## src/rtl/bsg_link_osdr_pkg.sv

```systemverilog
`default_nettype none
// ============================================================================
// Package : bsg_link_osdr_pkg
// Brief   : Shared state encoding and PRBS7 helpers for the trainable OSDR PHY.
// Rev     : 1.0
// ============================================================================
package bsg_link_osdr_pkg;

  typedef enum logic [1:0] {
    ST_STOP    = 2'd0,
    ST_RUN     = 2'd1,
    ST_TRAIN   = 2'd2,
    ST_PATTERN = 2'd3
  } bsg_link_osdr_state_e;

  // x^7 + x^6 + 1: feedback taps are s[6] and s[5]
  localparam logic [6:0] PRBS7_TAPS = 7'b110_0000;

  function automatic logic [6:0] prbs7_seed(input int unsigned c);
    prbs7_seed = 7'((c % 127) + 1);
  endfunction

  function automatic logic [6:0] prbs7_next(input logic [6:0] s);
    prbs7_next = {s[5:0], ^(s & PRBS7_TAPS)};
  endfunction

endpackage
`default_nettype wire

```

## src/rtl/bsg_link_osdr_clk_fwd.sv

```systemverilog
`default_nettype none
// ============================================================================
// Module : bsg_link_osdr_clk_fwd
// Brief  : Posedge/negedge flop pair producing a glitch-free forwarded clock.
// Rev    : 1.0
// ============================================================================
module bsg_link_osdr_clk_fwd (
  input  logic clk_i,
  input  logic reset_i,
  input  logic en_i,
  output logic clk_o
);

  logic p_q;
  logic n_q;

  always_ff @(posedge clk_i or posedge reset_i) begin
    if (reset_i)   p_q <= 1'b0;
    else if (en_i) p_q <= ~p_q;
  end

  // n_q catches up with p_q half a cycle later, so every pulse is a full high phase
  always_ff @(negedge clk_i or posedge reset_i) begin
    if (reset_i) n_q <= 1'b0;
    else         n_q <= p_q;
  end

  assign clk_o = p_q ^ n_q;

endmodule
`default_nettype wire

```

## src/rtl/bsg_link_osdr_phy_trainable.sv

```systemverilog
`default_nettype none
// ============================================================================
// Module : bsg_link_osdr_phy_trainable
// Brief  : Multi-channel SDR output PHY with clock stop, PRBS7 training and
//          fixed toggle pattern modes.
// Rev    : 1.0
// ============================================================================
module bsg_link_osdr_phy_trainable
  import bsg_link_osdr_pkg::*;
#(
  parameter int channels_p  = 2,
  parameter int width_p     = 8,
  parameter int train_len_p = 1024
) (
  input  logic                          clk_i,
  input  logic                          reset_i,
  input  logic                          cmd_v_i,
  input  logic [1:0]                    cmd_i,
  output logic                          cmd_ready_o,
  input  logic [channels_p*width_p-1:0] data_i,
  output logic                          train_done_o,
  output logic [1:0]                    state_o,
  output logic [channels_p-1:0]         clk_o,
  output logic [channels_p*width_p-1:0] data_o
);

  localparam logic [15:0] TRAIN_LOAD = 16'(train_len_p - 1);

  bsg_link_osdr_state_e state_q, state_d;
  logic [15:0]          cnt_q, cnt_d;
  logic                 done_q, done_d;
  logic                 phase_q, phase_d;
  logic                 train_entry;
  logic                 fwd_clk;

  assign cmd_ready_o  = (state_q != ST_TRAIN);
  assign train_done_o = done_q;
  assign state_o      = state_q;

  always_comb begin
    state_d     = state_q;
    cnt_d       = cnt_q;
    done_d      = 1'b0;
    phase_d     = phase_q;
    train_entry = 1'b0;
    if (state_q == ST_TRAIN) begin
      if (cnt_q == '0) begin
        state_d = ST_RUN;
        done_d  = 1'b1;
      end else begin
        cnt_d = cnt_q - 16'd1;
      end
    end else if (cmd_v_i) begin
      state_d = bsg_link_osdr_state_e'(cmd_i);
    end
    train_entry = (state_q != ST_TRAIN) && (state_d == ST_TRAIN);
    if (train_entry) cnt_d = TRAIN_LOAD;
    // re-issuing PATTERN keeps the running phase; entering from elsewhere restarts at 0x55
    if (state_q == ST_PATTERN)      phase_d = ~phase_q;
    else if (state_d == ST_PATTERN) phase_d = 1'b0;
  end

  always_ff @(posedge clk_i or posedge reset_i) begin
    if (reset_i) begin
      state_q <= ST_STOP;
      cnt_q   <= '0;
      done_q  <= 1'b0;
      phase_q <= 1'b0;
    end else begin
      state_q <= state_d;
      cnt_q   <= cnt_d;
      done_q  <= done_d;
      phase_q <= phase_d;
    end
  end

  bsg_link_osdr_clk_fwd u_clk_fwd (
    .clk_i   (clk_i),
    .reset_i (reset_i),
    .en_i    (state_q != ST_STOP),
    .clk_o   (fwd_clk)
  );

  assign clk_o = {channels_p{fwd_clk}};

  for (genvar c = 0; c < channels_p; c++) begin : g_chan
    localparam logic [6:0] SEED = prbs7_seed(c);

    logic [6:0]         lfsr_q;
    logic [width_p-1:0] prbs_bits;
    logic [width_p-1:0] pat_bits;
    logic [width_p-1:0] chan_q;

    for (genvar j = 0; j < width_p; j++) begin : g_bit
      assign prbs_bits[j] = lfsr_q[j % 7];
      assign pat_bits[j]  = phase_q ^ ((j % 2) == 0);
    end

    always_ff @(posedge clk_i or posedge reset_i) begin
      if (reset_i)                    lfsr_q <= SEED;
      else if (train_entry)           lfsr_q <= SEED;
      else if (state_q == ST_TRAIN)   lfsr_q <= prbs7_next(lfsr_q);
    end

    always_ff @(posedge clk_i or posedge reset_i) begin
      if (reset_i) begin
        chan_q <= '0;
      end else begin
        case (state_q)
          ST_RUN:     chan_q <= data_i[c*width_p +: width_p];
          ST_TRAIN:   chan_q <= prbs_bits;
          ST_PATTERN: chan_q <= pat_bits;
          default:    chan_q <= chan_q;
        endcase
      end
    end

    assign data_o[c*width_p +: width_p] = chan_q;
  end

endmodule
`default_nettype wire

```

## config.mk

```make
export PLATFORM = sky130hd
export DESIGN_NAME = bsg_link_osdr_phy_trainable
export DESIGN_NICKNAME = d
export VERILOG_FILES = /design/src/rtl/bsg_link_osdr_pkg.sv /design/src/rtl/bsg_link_osdr_clk_fwd.sv /design/src/rtl/bsg_link_osdr_phy_trainable.sv
export SDC_FILE = /design/constraint.sdc
export NUM_CORES = 1
export LEC_CHECK = 0
export ABC_CLOCK_PERIOD_IN_PS = 1700
export CAP_MARGIN = 10
export CORE_MARGIN = 5
export CORE_UTILIZATION = 47
export DETAILED_ROUTE_END_ITERATION = 10
export PLACE_DENSITY = 0.75
export SLEW_MARGIN = 25
export SYNTH_ARGS = -nofsm -noshare
export SYNTH_HDL_FRONTEND = slang
export SYNTH_SLANG_ARGS = --single-unit
```

## constraint.sdc

```tcl
create_clock -name clk_i -period 1.7 [get_ports clk_i]
set_input_delay 0.34 -clock clk_i [delete_from_list [all_inputs] [get_ports clk_i]]
set_output_delay 0.34 -clock clk_i [all_outputs]
set_load 0.01 [all_outputs]
```

Word-level counts from Yosys, hierarchy flattened. Index checks and enable logic that the tools add are counted.

Add/sub/neg operators: 1. Eq/ne operators: 7. Muxes and demuxes: 16. Bitwise logic cells: 3. Reduce and logical (&&, ||, !) cells: 9.

Operators with widths (count): $mux W16 (3); $pmux W8 S3 (2); $mux W7 (4); $logic_not A16 Y1 (1); $sub A16 B1 Y16 const B (1); $reduce_xor A7 Y1 (2); $eq A2 B2 Y1 const B (4); $mux W2 (3); $reduce_bool A2 Y1 (3); $mux W1 (4); $ne A2 B2 Y1 const B (2); $reduce_bool A3 Y1 (1); $eq A2 B1 Y1 const B (1); $not A1 Y1 (2); $reduce_and A2 Y1 (1); $logic_and A1 B1 Y1 (1); $xor A1 B1 Y1 (1).

Register bits: 52. Word-level logic and storage cells: 46.

Depth between registers and ports, before layout. Gate-level depths: netlist of run 1.

Depth in word-level cells: 7. Depth in mapped cells: 8. Mapped depth without buffers: 7.

Cells and area by module. From an unflattened synthesis of run 1, not the netlist that was laid out.

Cell total of the unflattened synthesis: 255. Area, all modules: 2676.3 µm².

By module, submodules not included: bsg_link_osdr_phy_trainable (times used 1, cells an instance 250, area an instance 2605.0 µm²); bsg_link_osdr_clk_fwd (times used 1, cells an instance 5, area an instance 71.3 µm²).

==> flow_summary.ini, run 1 <==
[timing]
tightest_slew_ps = 343.6
slew_violations = 0
hold_violations = 0
hold_slack_ps = 529.3
rsz0062_at_grt = yes
fin_skew_ps = 12.17
relSlewSlack = 0.7709
setup_viol = 7
finalWorstSetupSlack_ps = -544.1

[setup_path]
max_stage_delay_ps = 410
required_ps = 1360
slowest_stage = dfrtn_1
path_cells = xor2_1, buf_2
critPathArrivalTime_ps = 1900
end_kind = primary output
worstPathMaxFanout = 2
cp-start-kind = flip-flop
critPathKind = reg -> out

[cells_and_area]
regArea_um2 = 1304
layout-drive-gt1-share = 0.3168
postLayoutCellArea_um2 = 3583
fin_nets = 325
fillers = 366
multi_input_area_um2 = 1279
syn_to_final_growth_pct = 42.49
diodes = 0

[placed_design]
dp_hpwl_um = 4280
placedInstanceArea_um2 = 3201
numPortBuffers = 42
gp_congestion = 0.9212

[floorplanning]
start_util = 0.4893
core_um2 = 5140
die_h_um = 83.15
rows = 26
die_w_um = 83.15
fp.dieArea_um2 = 6914
pin_count = 43

[global_route]
grt_pass1_vias = 2114
track_usage = 0.1852
antenna_found_initial = 0
grt_max_degree = 52
grt_overflow = 0
grt_pass1_wl_um = 10460

[hold_path]
min_path_type = in -> async

[synthesis]
synthFlopType = dfrtp_1
ys_ff_latch = 52
synth_edf_count = 0
yosys.cell_types.count = 47
netlist_instances = 227
syn_nets = 250
post_synth.cell_area_avg_um2 = 11.08
yosys_warnings = 0
synth_area_um2 = 2515
synth_seq_area_share = 0.5184
synth-async-reset-ratio = 1.000

[routing]
num_vias = 2117
vias_per_cell = 5.676
avgRoutedWirePerCell_um = 17.36
drc = 0
wl_um = 6475
dr.pass1.iters = 6
antenna_left = 0
dr.first_iter.drc_count = 125

[power]
p_per_area_nw_per_um2 = 1497
fin_total_pwr_mw = 5.366
leakage_nw = 1.464
ir_drop_mv = 0.7612

[run]
cap_violations = 0

[cts]
clock_latency_ps = 300
cts_sinks = 52
ctsRootBufferMaster = clkbuf_8
htree_levels = 2
cts_max_path_buffers = 2
cts-buffers-inserted = 5
tritoncts = yes
clkTransAtPathRegs_ps = 90

[status]
status = complete, but fails checks
violations = negative setup slack
-- routing by layer --
layer  GRT usage  share of wire
met1      0.2328           0.41
met4     0.04903          0.015
met2      0.3265           0.53
met3     0.03465          0.047
met5           0              0
-- where the power goes --
group	switching [mW]	internal [mW]
Clock	0.399	0.438
Sequential	0.438	1.72
Combinational	1.03	1.35
Total	1.86	3.50
-- timing repair --
item | 4_1_cts | 5_1_grt
cloned | 1 | 0
endpoints found under the setup margin | 19 | 20
setup buffers | 7 | 4
resized for setup | 32 | 25
pin swaps | 6 | 8
hold buffers | 0 | 0
-- Yosys cell counts (all sizes together), types with 3 or more instances --
master   n  share of area
o21a     3         0.0095
nand3    8          0.018
nor3     4         0.0099
o21ai   25          0.053
buf      8          0.021
mux4     8          0.072
dfrtp   49           0.49
nor4     4          0.018
inv      5         0.0075
nor2    16          0.024
clkbuf   7          0.010
nand2   11          0.016
a22o    12          0.042
a31oi    5          0.012
nor2b    7          0.017
xnor2    3          0.010
mux2i    3          0.012
a211oi   7          0.021
nand4    4         0.0099
a21oi   15          0.030
-- path summary, 6_finish.rpt --
kind,startpoint,to,slack [ps],depth (start not counted)
setup reg to reg,cnt_q[0],cnt_q[6],-60,8
min in group clk_i,u_clk_fwd.p_q,u_clk_fwd.p_q,530,1
max in group asynchronous,reset_i,u_clk_fwd.n_q,500,2
setup / recovery,u_clk_fwd.n_q,clk_o[0],-540,2
hold reg to reg,u_clk_fwd.p_q,u_clk_fwd.p_q,530,1
hold / removal,reset_i,cnt_q[6],530,3
-- sequential cells by signal, summed over array words and instances (netlist names) --
register,cells
phase_q,1
cnt_q,16
state_o,2
u_clk_fwd.n_q,1
g_chan.lfsr_q,14
train_done_o,1
u_clk_fwd.p_q,1
g_chan.chan_q,16
-- metrics by stage --
step                      utilization  worst slack, ps  setup TNS [ps]  instances
final                          0.6972           -544.1           -1268        373
after global routing           0.6972           -580.5           -1910        373
after CTS                      0.6755           -555.3           -1136        370
after floorplan                     -           -180.9          -375.8        227
after detailed placement       0.6227           -652.4           -1972        354
after global placement         0.6227           -602.9           -1464        354
-- cell families after synthesis --
kind of cell,share of synthesized area
XOR/XNOR,0.01742
multiplexers,0.08358
flip-flops,0.5184
adder cells (fa/ha/maj),0.009949
AO/OA/AOI/OAI,0.1950
buffers and inverters,0.03931
AND/OR/NAND/NOR,0.1363
-- worst max-delay path: cells and delay by family, from the launching register on --
family	cells	cell delay (ps)
flops	1	410
xor+xnor	1	190
buf+inv	1	170
-- final cells by class --
type / count / share of cell area
Clock buffer: 6 / 0.02025
Timing Repair Buffer: 83 / 0.2186
Multi-Input combinational cell: 155 / 0.3568
Tap cell: 70 / 0.02444
Inverter: 5 / 0.006285
Clock inverter: 2 / 0.009777
Sequential cell: 52 / 0.3638
-- placed cells by master, fill, tap and decap left out, types with 3 or more instances in the layout --
master           netlist  final
mux2i_1                3      3
nand3_2                1      4
dfrtp_1               49     49
buf_6                  1      5
o21ai_2                2      3
a31oi_1                5      5
a22o_1                12     12
nor2_1                16     13
clkdlybuf4s50_1        0     37
nand4_1                4      4
buf_4                  3     33
nor3_1                 3      3
a21oi_2                0      5
o21ai_0               23     17
o21ai_1                0      4
clkbuf_8               0      5
mux4_2                 8      8
dlygate4sd2_1          0      3
nor2b_1                7      6
nand3_1                7      4
a211oi_1               7      6
nand2_1               11     10
a21oi_1               15     10
xnor2_1                3      3
(Power assumes the default switching activity.)
==> inputs of run 2 (changes only) <==
--- a/config.mk
+++ b/config.mk
@@ -5,12 +5,12 @@
 export SDC_FILE = /design/constraint.sdc
 export NUM_CORES = 1
 export LEC_CHECK = 0
-export ABC_CLOCK_PERIOD_IN_PS = 1700
+export ABC_CLOCK_PERIOD_IN_PS = 2500
 export CAP_MARGIN = 10
 export CORE_MARGIN = 5
-export CORE_UTILIZATION = 47
+export CORE_UTILIZATION = 52
 export DETAILED_ROUTE_END_ITERATION = 10
-export PLACE_DENSITY = 0.75
+export PLACE_DENSITY = 0.79
 export SLEW_MARGIN = 25
 export SYNTH_ARGS = -nofsm -noshare
 export SYNTH_HDL_FRONTEND = slang
==> constraint.sdc (replaced) <==
create_clock -name clk_i -period 2.5 [get_ports clk_i]
set_input_delay 0.5 -clock clk_i [delete_from_list [all_inputs] [get_ports clk_i]]
set_output_delay 0.5 -clock clk_i [all_outputs]
set_load 0.01 [all_outputs]
==> run 2 against run 1 <==
The flow still finishes with violations (negative setup slack). Hold slack got worse by 8.4 ps. Global-route usage rose by 0.31 points. Core utilization fell by 5.1 points. Non-clock buffer count fell by 37. Routed wire length fell by 15%. Combinational power fell by 47%. Via count fell by 11%. Setup slack improved by 260 ps. Clock power fell by 43%. Largest cell class unchanged. Largest power group is now sequential cells.
==> flow_summary.ini, run 2 (synthesized netlist as in run 1, its figures left out) <==
[floorplanning]
fp.dieArea_um2 = 6327
rows = 25
die_h_um = 79.55
die_w_um = 79.55
start_util = 0.5325
core_um2 = 4723
pin_count = 43

[routing]
dr.first_iter.drc_count = 179
dr.pass1.iters = 4
drc = 0
antenna_left = 0
avgRoutedWirePerCell_um = 16.49
vias_per_cell = 5.646
num_vias = 1880
wl_um = 5490

[setup_path]
path_cells = xor2_1, buf_2
rr_worst_depth = 7
cp-start-kind = flip-flop
max_stage_delay_ps = 400
critical_path.reg2reg.startpoint = cnt_q[0]
worstPathMaxFanout = 2
critPathArrivalTime_ps = 2280
critical_path_depth = 2
startpoint = u_clk_fwd.n_q
end_kind = primary output
worst-path-buf-inv = 1
slowest_stage = dfrtn_1
critPathKind = reg -> out
required_ps = 2000
crit_family = flip-flops

[cells_and_area]
mostFrequentLayoutCell = dfrtp_1
syn_to_final_growth_pct = 21.29
reg.largest.list = cnt_q: 16 flops, g_chan.chan_q: 16 flops, g_chan.lfsr_q: 14 flops
final_core_utilization = 0.6458
fin_cells = 333
fillers = 361
diodes = 0
fin_nets = 288
postLayoutCellArea_um2 = 3050
layout-drive-gt1-share = 0.1278
final_cell_mix = 49 x dfrtp_1, 40 x clkdlybuf4s50_1, 23 x o21ai_0, 16 x nor2_1, 15 x a21oi_1

[placed_design]
numPortBuffers = 42
dp_slack_ps = -381.0
dp_hpwl_um = 3816
placedInstanceArea_um2 = 2973
gp_congestion = 0.8908
placed_cells = 325

[cts]
hold_buffers = 0
htree_levels = 2
cts-buffers-inserted = 5
cts_sinks = 52
ctsRootBufferMaster = clkbuf_8
post_cts_buffers = 0
tritoncts = yes
clkTransAtPathRegs_ps = 90
clock_latency_ps = 310
cts_max_path_buffers = 2

[power]
ir_drop_mv = 0.6941
leakage_nw = 1.210
p_per_area_nw_per_um2 = 1042

[timing]
setup_viol = 2
tightest_slew_ps = 820.3
finalWorstSetupSlack_ps = -280.1
hold_violations = 0
rsz0062_at_grt = yes
relSlewSlack = 0.4511
fin_skew_ps = 5.469
hold_slack_ps = 521.0
slew_violations = 0

[hold_path]
hp-start = u_clk_fwd.p_q
worstHoldPathCells = 1
min_path_type = reg -> reg

[global_route]
grt_pass1_wl_um = 9149
grt_overflow = 0
grt_max_degree = 52
antenna_found_initial = 0
grt_pass1_vias = 1770
track_usage = 0.1883

[run]
cap_violations = 0

[status]
violations = negative setup slack
status = complete, but fails checks
-- run 2: power by group --
group	internal, mW	total (mW)	switching (mW)
registers	1.17	1.45	0.287
logic	0.685	1.25	0.562
clock network	0.196	0.477	0.281
-- run 2: repair_timing --
item / in CTS / in global routing
gates resized for setup: 8 / 0
cloned: 0 / 0
hold endpoints to repair: 0 / 0
pin swaps: 0 / 0
endpoints found under the setup margin: 2 / 2
-- run 2: path summary, 6_finish.rpt --
path	endpoint	slack, ps
hold / removal	u_clk_fwd.p_q	520
min in group asynchronous	cnt_q[9]	820
max in group asynchronous	u_clk_fwd.n_q	770
hold reg to reg	u_clk_fwd.p_q	520
setup / recovery	clk_o[1]	-280
setup reg to reg	cnt_q[10]	360
-- run 2: stage by stage --
step                      power, mW  TNS, ps
after floorplan               2.247        0
after detailed placement      2.761   -758.2
after global placement        2.714   -733.3
final                         3.178   -559.9
after CTS                     3.207   -581.9
after global routing          3.411   -717.5
-- run 2: final cells by class --
cell class              instances  area, um^2  share of cell area
clock buffers                   5       68.82             0.02256
clock inverters                 3       18.77            0.006153
inverters                       5       22.52            0.007383
multi-input cells             155        1112              0.3646
flip-flops and latches         52        1304              0.4274
well taps                      67       83.83             0.02748
repair buffers                 46       440.4              0.1444
-- run 2: routing by layer --
layer / vias up / track usage / part of all wire
met2: 54 / 0.2913 / 0.47
li1: 918 / - / -
met4: 0 / 0.06529 / 0.0097
met1: 903 / 0.2654 / 0.47
met5: - / 0 / 0
met3: 5 / 0.03612 / 0.050
